===== src/rtl/aes_spi_pkg.sv =====
// Shared encodings for the SPI/AES test link: key-size codes, widths,
// responder state encoding and the key-length helper.
package aes_spi_pkg;

  localparam int MSG_W = 128;

  localparam logic [1:0] SZ_128 = 2'b00;
  localparam logic [1:0] SZ_192 = 2'b01;
  localparam logic [1:0] SZ_256 = 2'b10;
  localparam logic [1:0] SZ_ILL = 2'b11;

  typedef enum logic [2:0] {
    ST_IDLE,
    ST_RX_MSG,
    ST_RX_KEY,
    ST_CORE,
    ST_WAIT_MODE,
    ST_TX,
    ST_DONE,
    ST_ERR
  } state_e;

  function automatic logic [8:0] key_len(input logic [1:0] size);
    case (size)
      SZ_128:  key_len = 9'd128;
      SZ_192:  key_len = 9'd192;
      SZ_256:  key_len = 9'd256;
      default: key_len = 9'd128;
    endcase
  endfunction

endpackage


===== src/rtl/spi_shift_tx.sv =====
// Result shift register for the responder: parallel load, LSB-first shift,
// registered serial output that idles at 0 whenever no shift is requested.
module spi_shift_tx #(
  parameter int W = aes_spi_pkg::MSG_W
) (
  input  logic         clk_i,
  input  logic         rst_i,
  input  logic         load_i,
  input  logic [W-1:0] data_i,
  input  logic         shift_i,
  output logic         miso_o
);

  logic [W-1:0] sr_q;
  logic         miso_q;

  always_ff @(posedge clk_i) begin
    if (rst_i) begin
      sr_q   <= '0;
      miso_q <= 1'b0;
    end else begin
      miso_q <= shift_i ? sr_q[0] : 1'b0;
      if (load_i) begin
        sr_q <= data_i;
      end else if (shift_i) begin
        sr_q <= {1'b0, sr_q[W-1:1]};
      end
    end
  end

  assign miso_o = miso_q;

endmodule


===== src/rtl/spi_aes_responder.sv =====
// SPI-side responder: receives message + key LSB first, hands them to the AES
// core, then streams the result back on miso. Build option: SPI_AES_RESP_LOOPBACK_EN.
module spi_aes_responder #(
  parameter int MSG_W     = aes_spi_pkg::MSG_W,
  parameter int KEY_MAX_W = 256
) (
  input  logic                 clk,
  input  logic                 reset,
  input  logic                 cs,
  input  logic                 mosi,
  input  logic                 mode,
  input  logic [1:0]           size,
  output logic                 miso,
  output logic                 core_start,
  output logic [MSG_W-1:0]     core_msg,
  output logic [KEY_MAX_W-1:0] core_key,
  output logic [1:0]           core_size,
  input  logic                 core_done,
  input  logic [MSG_W-1:0]     core_result,
  output logic                 frame_err,
  output logic                 busy
);

  import aes_spi_pkg::*;

  state_e                 state_q;
  logic [7:0]             cnt_q;
  logic [MSG_W-1:0]       msg_q;
  logic [KEY_MAX_W-1:0]   key_q;
  logic [KEY_MAX_W-1:0]   key_w;
  logic                   core_start_q;
  logic [MSG_W-1:0]       core_msg_q;
  logic [KEY_MAX_W-1:0]   core_key_q;
  logic [1:0]             core_size_q;
  logic                   frame_err_q;
  logic                   key_last;
  logic                   tx_load;
  logic                   tx_shift;
  logic [MSG_W-1:0]       tx_data;

  assign key_last = ({1'b0, cnt_q} == (key_len(core_size_q) - 9'd1));

  always_comb begin
    key_w        = key_q;
    key_w[cnt_q] = mosi;
    // TX counts 1..128 after the mode edge; bit 7 marks the stream as finished.
    tx_shift = !cs && ((state_q == ST_WAIT_MODE && mode) ||
                       (state_q == ST_TX && !cnt_q[7]));
`ifdef SPI_AES_RESP_LOOPBACK_EN
    tx_load = !cs && (state_q == ST_RX_KEY) && key_last;
    tx_data = msg_q;
`else
    tx_load = !cs && (state_q == ST_CORE) && core_done;
    tx_data = core_result;
`endif
  end

`ifdef SPI_AES_RESP_LOOPBACK_EN
  logic unused_core;
  assign unused_core = ^{core_done, core_result};
`endif

  always_ff @(posedge clk) begin
    if (reset) begin
      state_q      <= ST_IDLE;
      cnt_q        <= '0;
      msg_q        <= '0;
      key_q        <= '0;
      core_start_q <= 1'b0;
      core_msg_q   <= '0;
      core_key_q   <= '0;
      core_size_q  <= '0;
      frame_err_q  <= 1'b0;
    end else begin
      core_start_q <= 1'b0;
      if (cs) begin
        state_q <= ST_IDLE;
        cnt_q   <= '0;
      end else begin
        case (state_q)
          ST_IDLE: begin
            core_size_q <= size;
            frame_err_q <= (size == SZ_ILL);
            msg_q       <= MSG_W'(mosi);
            key_q       <= '0;
            cnt_q       <= 8'd1;
            state_q     <= (size == SZ_ILL) ? ST_ERR : ST_RX_MSG;
          end
          ST_RX_MSG: begin
            msg_q[cnt_q[6:0]] <= mosi;
            if (cnt_q == 8'd127) begin
              cnt_q   <= '0;
              state_q <= ST_RX_KEY;
            end else begin
              cnt_q <= cnt_q + 8'd1;
            end
          end
          ST_RX_KEY: begin
            key_q <= key_w;
            cnt_q <= cnt_q + 8'd1;
            if (key_last) begin
              cnt_q      <= '0;
              core_msg_q <= msg_q;
              core_key_q <= key_w;
`ifdef SPI_AES_RESP_LOOPBACK_EN
              state_q    <= ST_WAIT_MODE;
`else
              core_start_q <= 1'b1;
              state_q      <= ST_CORE;
`endif
            end
          end
          ST_CORE: begin
            if (core_done) state_q <= ST_WAIT_MODE;
          end
          ST_WAIT_MODE: begin
            if (mode) begin
              state_q <= ST_TX;
              cnt_q   <= 8'd1;
            end
          end
          ST_TX: begin
            if (cnt_q[7]) begin
              state_q <= ST_DONE;
              cnt_q   <= '0;
            end else begin
              cnt_q <= cnt_q + 8'd1;
            end
          end
          ST_DONE, ST_ERR: begin
            state_q <= state_q;
          end
          default: state_q <= ST_IDLE;
        endcase
      end
    end
  end

  spi_shift_tx #(.W(MSG_W)) u_tx (
    .clk_i   (clk),
    .rst_i   (reset),
    .load_i  (tx_load),
    .data_i  (tx_data),
    .shift_i (tx_shift),
    .miso_o  (miso)
  );

  assign core_start = core_start_q;
  assign core_msg   = core_msg_q;
  assign core_key   = core_key_q;
  assign core_size  = core_size_q;
  assign frame_err  = frame_err_q;
  assign busy       = (state_q != ST_IDLE);

endmodule


===== config.mk =====
export PLATFORM = sky130hd
export DESIGN_NAME = spi_aes_responder
export DESIGN_NICKNAME = d
export VERILOG_FILES = /design/src/rtl/aes_spi_pkg.sv /design/src/rtl/spi_shift_tx.sv /design/src/rtl/spi_aes_responder.sv
export SDC_FILE = /design/constraint.sdc
export NUM_CORES = 2
export LEC_CHECK = 0
export ABC_AREA = 0
export BUFFER_PORTS_ARGS = -buffer_cell sky130_fd_sc_hd__buf_2
export CORE_MARGIN = 8
export CORE_UTILIZATION = 30
export DETAILED_ROUTE_END_ITERATION = 12
export GPL_TIMING_DRIVEN = 0
export HOLD_SLACK_MARGIN = 0.03
export PLACE_DENSITY = 0.56
export SLEW_MARGIN = 20
export SYNTH_ARGS = -nofsm -noshare
export SYNTH_HDL_FRONTEND = slang
export SYNTH_SLANG_ARGS = --single-unit

===== constraint.sdc =====
create_clock -name clk -period 2.2 [get_ports clk]
set_input_delay 0.33 -clock clk [delete_from_list [all_inputs] [get_ports clk]]
set_output_delay 0.33 -clock clk [all_outputs]
set_load 0.005 [all_outputs]

# Yosys cells after proc, flatten, opt, wreduce, memory -nomap -nowiden

Index checks and enable logic that the tools add are counted.

$add $sub $neg: 2
Order comparisons: 4
Equality and inequality tests: 17
Muxes and demuxes: 24
Bitwise operators: 4
Reduce and logical (&&, ||, !) cells: 26

Operator list:

| operator              | number |
|---|---|
| $pmux W256 S2         | 1 |
| $bwmux W256           | 1 |
| $mux W128             | 2 |
| $pmux W128 S2         | 1 |
| $bwmux W128           | 1 |
| $pmux W8 S5           | 1 |
| $mux W8               | 4 |
| $mux W3               | 6 |
| $pmux W3 S6           | 1 |
| $pmux W9 S2           | 1 |
| $eq A3 B3 Y1 const B  | 4 |
| $ne A2 B2 Y1 const B  | 5 |
| $eq A8 B9 Y1          | 1 |
| $lt A8 B9 Y1 const B  | 1 |
| $sub A9 B1 Y9 const B | 1 |
| $add A8 B1 Y8 const B | 1 |
| $demux W1 S8          | 1 |
| $eq A8 B7 Y1 const B  | 1 |
| $ge A8 B1 Y1 const B  | 1 |
| $lt A7 B8 Y1 const B  | 1 |
| $reduce_and A2 Y1     | 4 |
| $demux W1 S7          | 1 |
| $ge A7 B1 Y1 const B  | 1 |
| $logic_and A1 B1 Y1   | 7 |
| other kinds (16)      | 28 |

Bits in registers: 912
Input port bits: 136
Output and inout port bits: 390
Logic and storage cells: 88

# Depth between registers and ports, before layout

Word-level depth: 6
Depth in mapped cells: 11
Depth with buffers taken out: 7

# Hierarchy

Synthesis repeated with hierarchy kept, for this count alone.

Cell total of the unflattened synthesis: 4,682
Area total of the unflattened synthesis: 39,359.0 sq um

Modules (own cells, without submodules):

| module            | times used | cells an instance | area an instance (sq um) | sequential area each (sq um) |
|---|---|---|---|---|
| spi_aes_responder | 1          | 4,110             | 33,294.4                 | 15,675.0 |
| spi_shift_tx      | 1          | 572               | 6,064.6                  | 2,582.5 |

# Least setup slack after synthesis

Ideal clock, no wire load.

Kind: register to register
Start point: reg core_size_q[0] (netlist: core_size[0])
End point: reg core_key_q[127] (netlist: core_key[127])
Library setup time: 0.133 ns
Arrival: 2.181 ns
Data required time: 2.067 ns
Slack: -0.114 ns
Cell stages (with the launch flop): 11
Path buffers: 4
Clock period less this slack: 2.314 ns
Cells stage by stage: dfxtp_1 -> inv_1 -> ha_1 -> or3b_1 -> a2111oi_4 -> and2_0 -> clkbuf_1 -> buf_4 -> buf_2 -> buf_2 -> a311oi_1

Word-level cells in the longest chain between the ends: 5
Elaborated cells between the ends (all ways): 6
Classes of those cells: add/sub: 1; eq/ne: 3; mux: 1; reduce/logical: 1

RTL lines:

| what                                         | RTL line                 | RTL |
|---|---|---|
| start, declared                              | spi_aes_responder.sv:34  | `logic [1:0] core_size_q;` |
| start signal, assigned                       | spi_aes_responder.sv:82  | `core_size_q <= size;` |
| $eq A2 B2 Y1 or $eq A2 B1 Y1 (tied branches) | aes_spi_pkg.sv:24        | `case (size)` |
| $pmux W9 S2 *                                | aes_spi_pkg.sv:24        |  |
| $sub A9 B1 Y9 *                              | spi_aes_responder.sv:41  | `assign key_last = ({1'b0, cnt_q} == (key_len(core_size_q) - 9'd1));` |
| $eq A8 B9 Y1 *                               | spi_aes_responder.sv:41  |  |
| $reduce_and A3 Y1 (no line) *                | --                       |  |
| end signal, assigned                         | spi_aes_responder.sv:104 | `core_key_q <= key_w;` |
| end, declared                                | spi_aes_responder.sv:33  | `logic [KEY_MAX_W-1:0] core_key_q;` |

Every way passes the cells marked *; elsewhere a longest branch is shown, timed or not.
A chain may end at the register's enable or synchronous reset.

# Final worst setup path

Start point: reg core_size_q[1] (netlist: core_size[1])
End point: reg core_key_q[235] (netlist: core_key[235])

The elaborated chain is that of the path after synthesis.

==> results.md <==
- Status: complete, but fails checks
- Violated checks: setup timing
- Worst VDD drop: 0.0006509 V
- Tot Pwr: 37,200 uW
- Synthesis-to-finish area growth: 41.85%
- Sequential cell area: 18,280 um^2
- Tmin final: 2587 ps
- CP Capture Type: register
- Cell mode on critical path: buf_4
- Hold EP: state_q[2]$_SDFFE_PP0P_
- First-pass GRT wire length: 252,900 um
- Synth Instances: 4,710
- CP Cell Sequence: inv_4 -> ha_4 -> or3b_4 -> a2111oi_4 -> buf_4 -> and2_4 -> buf_6 -> buf_12 -> buf_4 -> buf_8 -> nor2_1 -> a311oi_2
- WL/cell: 24.48 um
- Post-place setup slack: -1680 ps
- Distinct cells, synth: 56
- Skew-Pair Late Insertion Delay: 740 ps
- Mapped Nets: 4,853
- Num CTS Buffers: 105
- Power Density: 691.9 nW/um^2
- Clock share of power: 0.498
- DRC violations left: 0
- RSZ-0062 raised after global routing: yes
- Clk sink count: 912
- DR vias: 41,026
- Die area: 138,000 um^2
- Worst path slowest cell: or3b_4
- Hold WS: 210.4 ps
- Largest net degree at the start of global routing: 20
- Register area share after synthesis: 0.4816
- Logic pwr share: 0.057
- Internal power: 28,060 uW
- Initial core utilization: 0.3019
- IO Pins: 526
- Net switching power: 9140 uW
- Fin. Hold Viols: 0
- CTS tree: built
- YS warnings: 0
- Number of global-route vias before repair: 38,486
- Max-cap violations: 0
- Crit path required time: 2830 ps
- Reg2reg end: core_key[235]$_SDFFE_PP0P_
- Leakage: 0.01983 uW
- Fin crit share: 1.176
- Footprint of the multi-input gates: 19,940 um^2
- First drt pass iteration count: 7
- Fmax: 386.5 MHz
- Worst Skew: 38.18 ps
- Critical path arrival: 3220 ps
- Met3 usage: 0.05202
- H-tree depth: 3
- Post-synth ARST share: 0
- Worst hold path stage count: 4
- FP Rows: 130
- Reg2Reg Depth: 12
- Reg clk slew, reported paths: 70 ps
- Core area: 125,600 um^2
- R2r setup slk: -390 ps
- Hold Path Class: in2reg
- Kind of start point of the critical path: register
- Initial antenna violation count: 15
- Number of synthesized register bits: 912
- Die H: 371.5 um
- Tot GR Track Use: 0.2409
- Power share of the sequential group: 0.445
- Post-synth EDFFs: 0
- Reg2reg start: core_size[1]$_SDFFE_PP0P_
- Die X: 371.5 um
- Gr busiest metal: met2
- Worst setup margin: -387.5 ps
- WL final: 179,800 um
- CP Class: reg2reg
- Clk buf depth: 3
- Worst-Margin Slew: 1030 ps
- Routability cong.: 0.8575
- Layout cells sized above 1: 0.2725
- Post-synth top flop: dfxtp_1
- Routed Antenna Nets: 0
- Number of port buffers: 523
- Endpoints failing setup: 681
- Initial drt markers: 4,180
- Fillers: 12,440
- Avg Cell Area, Syn: 8.048 um^2
- Clock Tree Root: clkbuf_16
- Cell area after synthesis: 37,910 um^2
- Drt via density: 5.587
- DP Cell Count: 6,889
- Slowest stage delay, CP: 380 ps
- Overflow after GRT: 0
- Nets: 5,744
- Max-slew headroom: 0.3135
- Non-Filler Instances: 7,343
- Post-route cell area: 53,770 um^2
- Final slew viol count: 0
- CP Max Fanout: 8
- Met2 usage: 0.3745
- Switching portion of total power: 0.2457
- Placed Area: 42,890 um^2
- GR Layer Usage met1: 0.3118
- Post-DP HPWL: 119,600 um
- Min-delay src: reset
sequential cells by signal (all words and copies together) (netlist names):
| name | cells |
|---|---|
| core_key | 256 |
| key_q | 256 |
| msg_q | 128 |
| u_tx.sr_q | 128 |
| frame_err | 1 |
| core_start | 1 |
| u_tx.miso_o | 1 |
| state_q | 3 |
| core_msg | 128 |
| core_size | 2 |
| cnt_q | 8 |
per-stage QoR:
step                      setup TNS, ps    util
after floorplan                  -12550       -
after global placement         -1001320  0.3403
after detailed placement        -850590  0.3415
after CTS                       -162680  0.4058
after global routing            -212540  0.4281
final                           -150530  0.4282
cells by family after synthesis:
kind of cell | Yosys count | synth area share
adders and majority gates | 7 | 0.002310
DFF | 912 | 0.4816
buffers and inverters | 515 | 0.05598
muxes | 138 | 0.03670
AOI/OAI and AO/OA | 1681 | 0.2572
and+or+nand+nor | 1455 | 0.1657
xor gates and xnor gates | 2 | 0.0004622
synth_stat cells, types with 10 or more instances:
library cell	instances	area, um^2
a311oi_1	250	2190
nand2b_1	14	87.58
nor2_1	662	2485
dfxtp_1	912	18260
buf_1	49	183.9
nand3_1	258	1291
a22oi_1	10	75.07
clkbuf_1	344	1291
a211oi_1	128	960.9
nor3_1	14	70.07
mux2i_1	130	1301
nand2_1	414	1554
buf_4	18	135.1
o21ai_0	379	1897
a21oi_1	895	4479
buf_2	97	485.5
worst max-delay path by stage:
stage                         startpoint                    endpoint  slack (ps)
6_report       core_size[1]$_SDFFE_PP0P_  core_key[235]$_SDFFE_PP0P_        -390
5_1_grt        core_size[1]$_SDFFE_PP0P_  core_key[235]$_SDFFE_PP0P_        -490
4_1_cts        core_size[1]$_SDFFE_PP0P_   core_key[63]$_SDFFE_PP0P_        -380
3_5_place_dp       cnt_q[0]$_SDFFE_PP0P_  core_key[146]$_SDFFE_PP0P_       -1680
3_3_place_gp       cnt_q[2]$_SDFFE_PP0P_     key_q[147]$_SDFFE_PP0P_       -2020
2_1_floorplan  core_size[0]$_SDFFE_PP0P_  core_key[210]$_SDFFE_PP0P_         -60
worst max-delay path, delay by kind of cell, from the launching register on:
family                   cells  cell delay [ps]
AND/OR/NAND/NOR              3              720
buffers and inverters        6              780
adder cells (fa/ha/maj)      1              110
AO/OA/AOI/OAI                2              480
flip-flops                   1              370
area by class of cell:
cell class	instances	share of cell area
repair buffers	812	0.1150
clock inverters	42	0.01075
diodes	9	0.0004188
well taps	1650	0.03839
clock buffers	148	0.05692
inverters	7	0.0007446
flip-flops and latches	912	0.3399
multi-input cells	3283	0.3709
plain buffers	480	0.06692
placed cells by master (no fill, tap or decap), drive strengths merged, types with 130 or more instances in the layout:
cell	n
a311oi	250
mux2i	130
dfxtp	912
o21ai	384
nand2	414
a21oi	895
nor2	662
clkbuf	501
nand3	258
dlygate4sd3	132
buf	807
power groups by stage:
stage	combinational [uW]	clock (uW)	sequential [uW]
2_1_floorplan	955	0	16900
3_3_place_gp	1730	0	16900
3_5_place_dp	1730	0	16900
4_1_cts	2010	18800	16600
5_1_grt	2220	19400	16600
6_report	2100	18500	16600
repair_timing:
item | CTS | global route
gates cloned | 18 | 34
pin swaps | 67 | 193
hold endpoints to repair | 134 | 0
setup endpoints to repair | 904 | 903
setup buffers | 91 | 17
resized for setup | 620 | 546
hold buffers | 132 | 0
routing by layer:
layer / routed length [um] / vias up
met3: 16170 / 455
li1: - / 18651
met4: 10050 / 4
met1: 73240 / 19859
met2: 80300 / 2057
met5: 22 / -
Note: power is estimated with default switching activity, not from simulation.
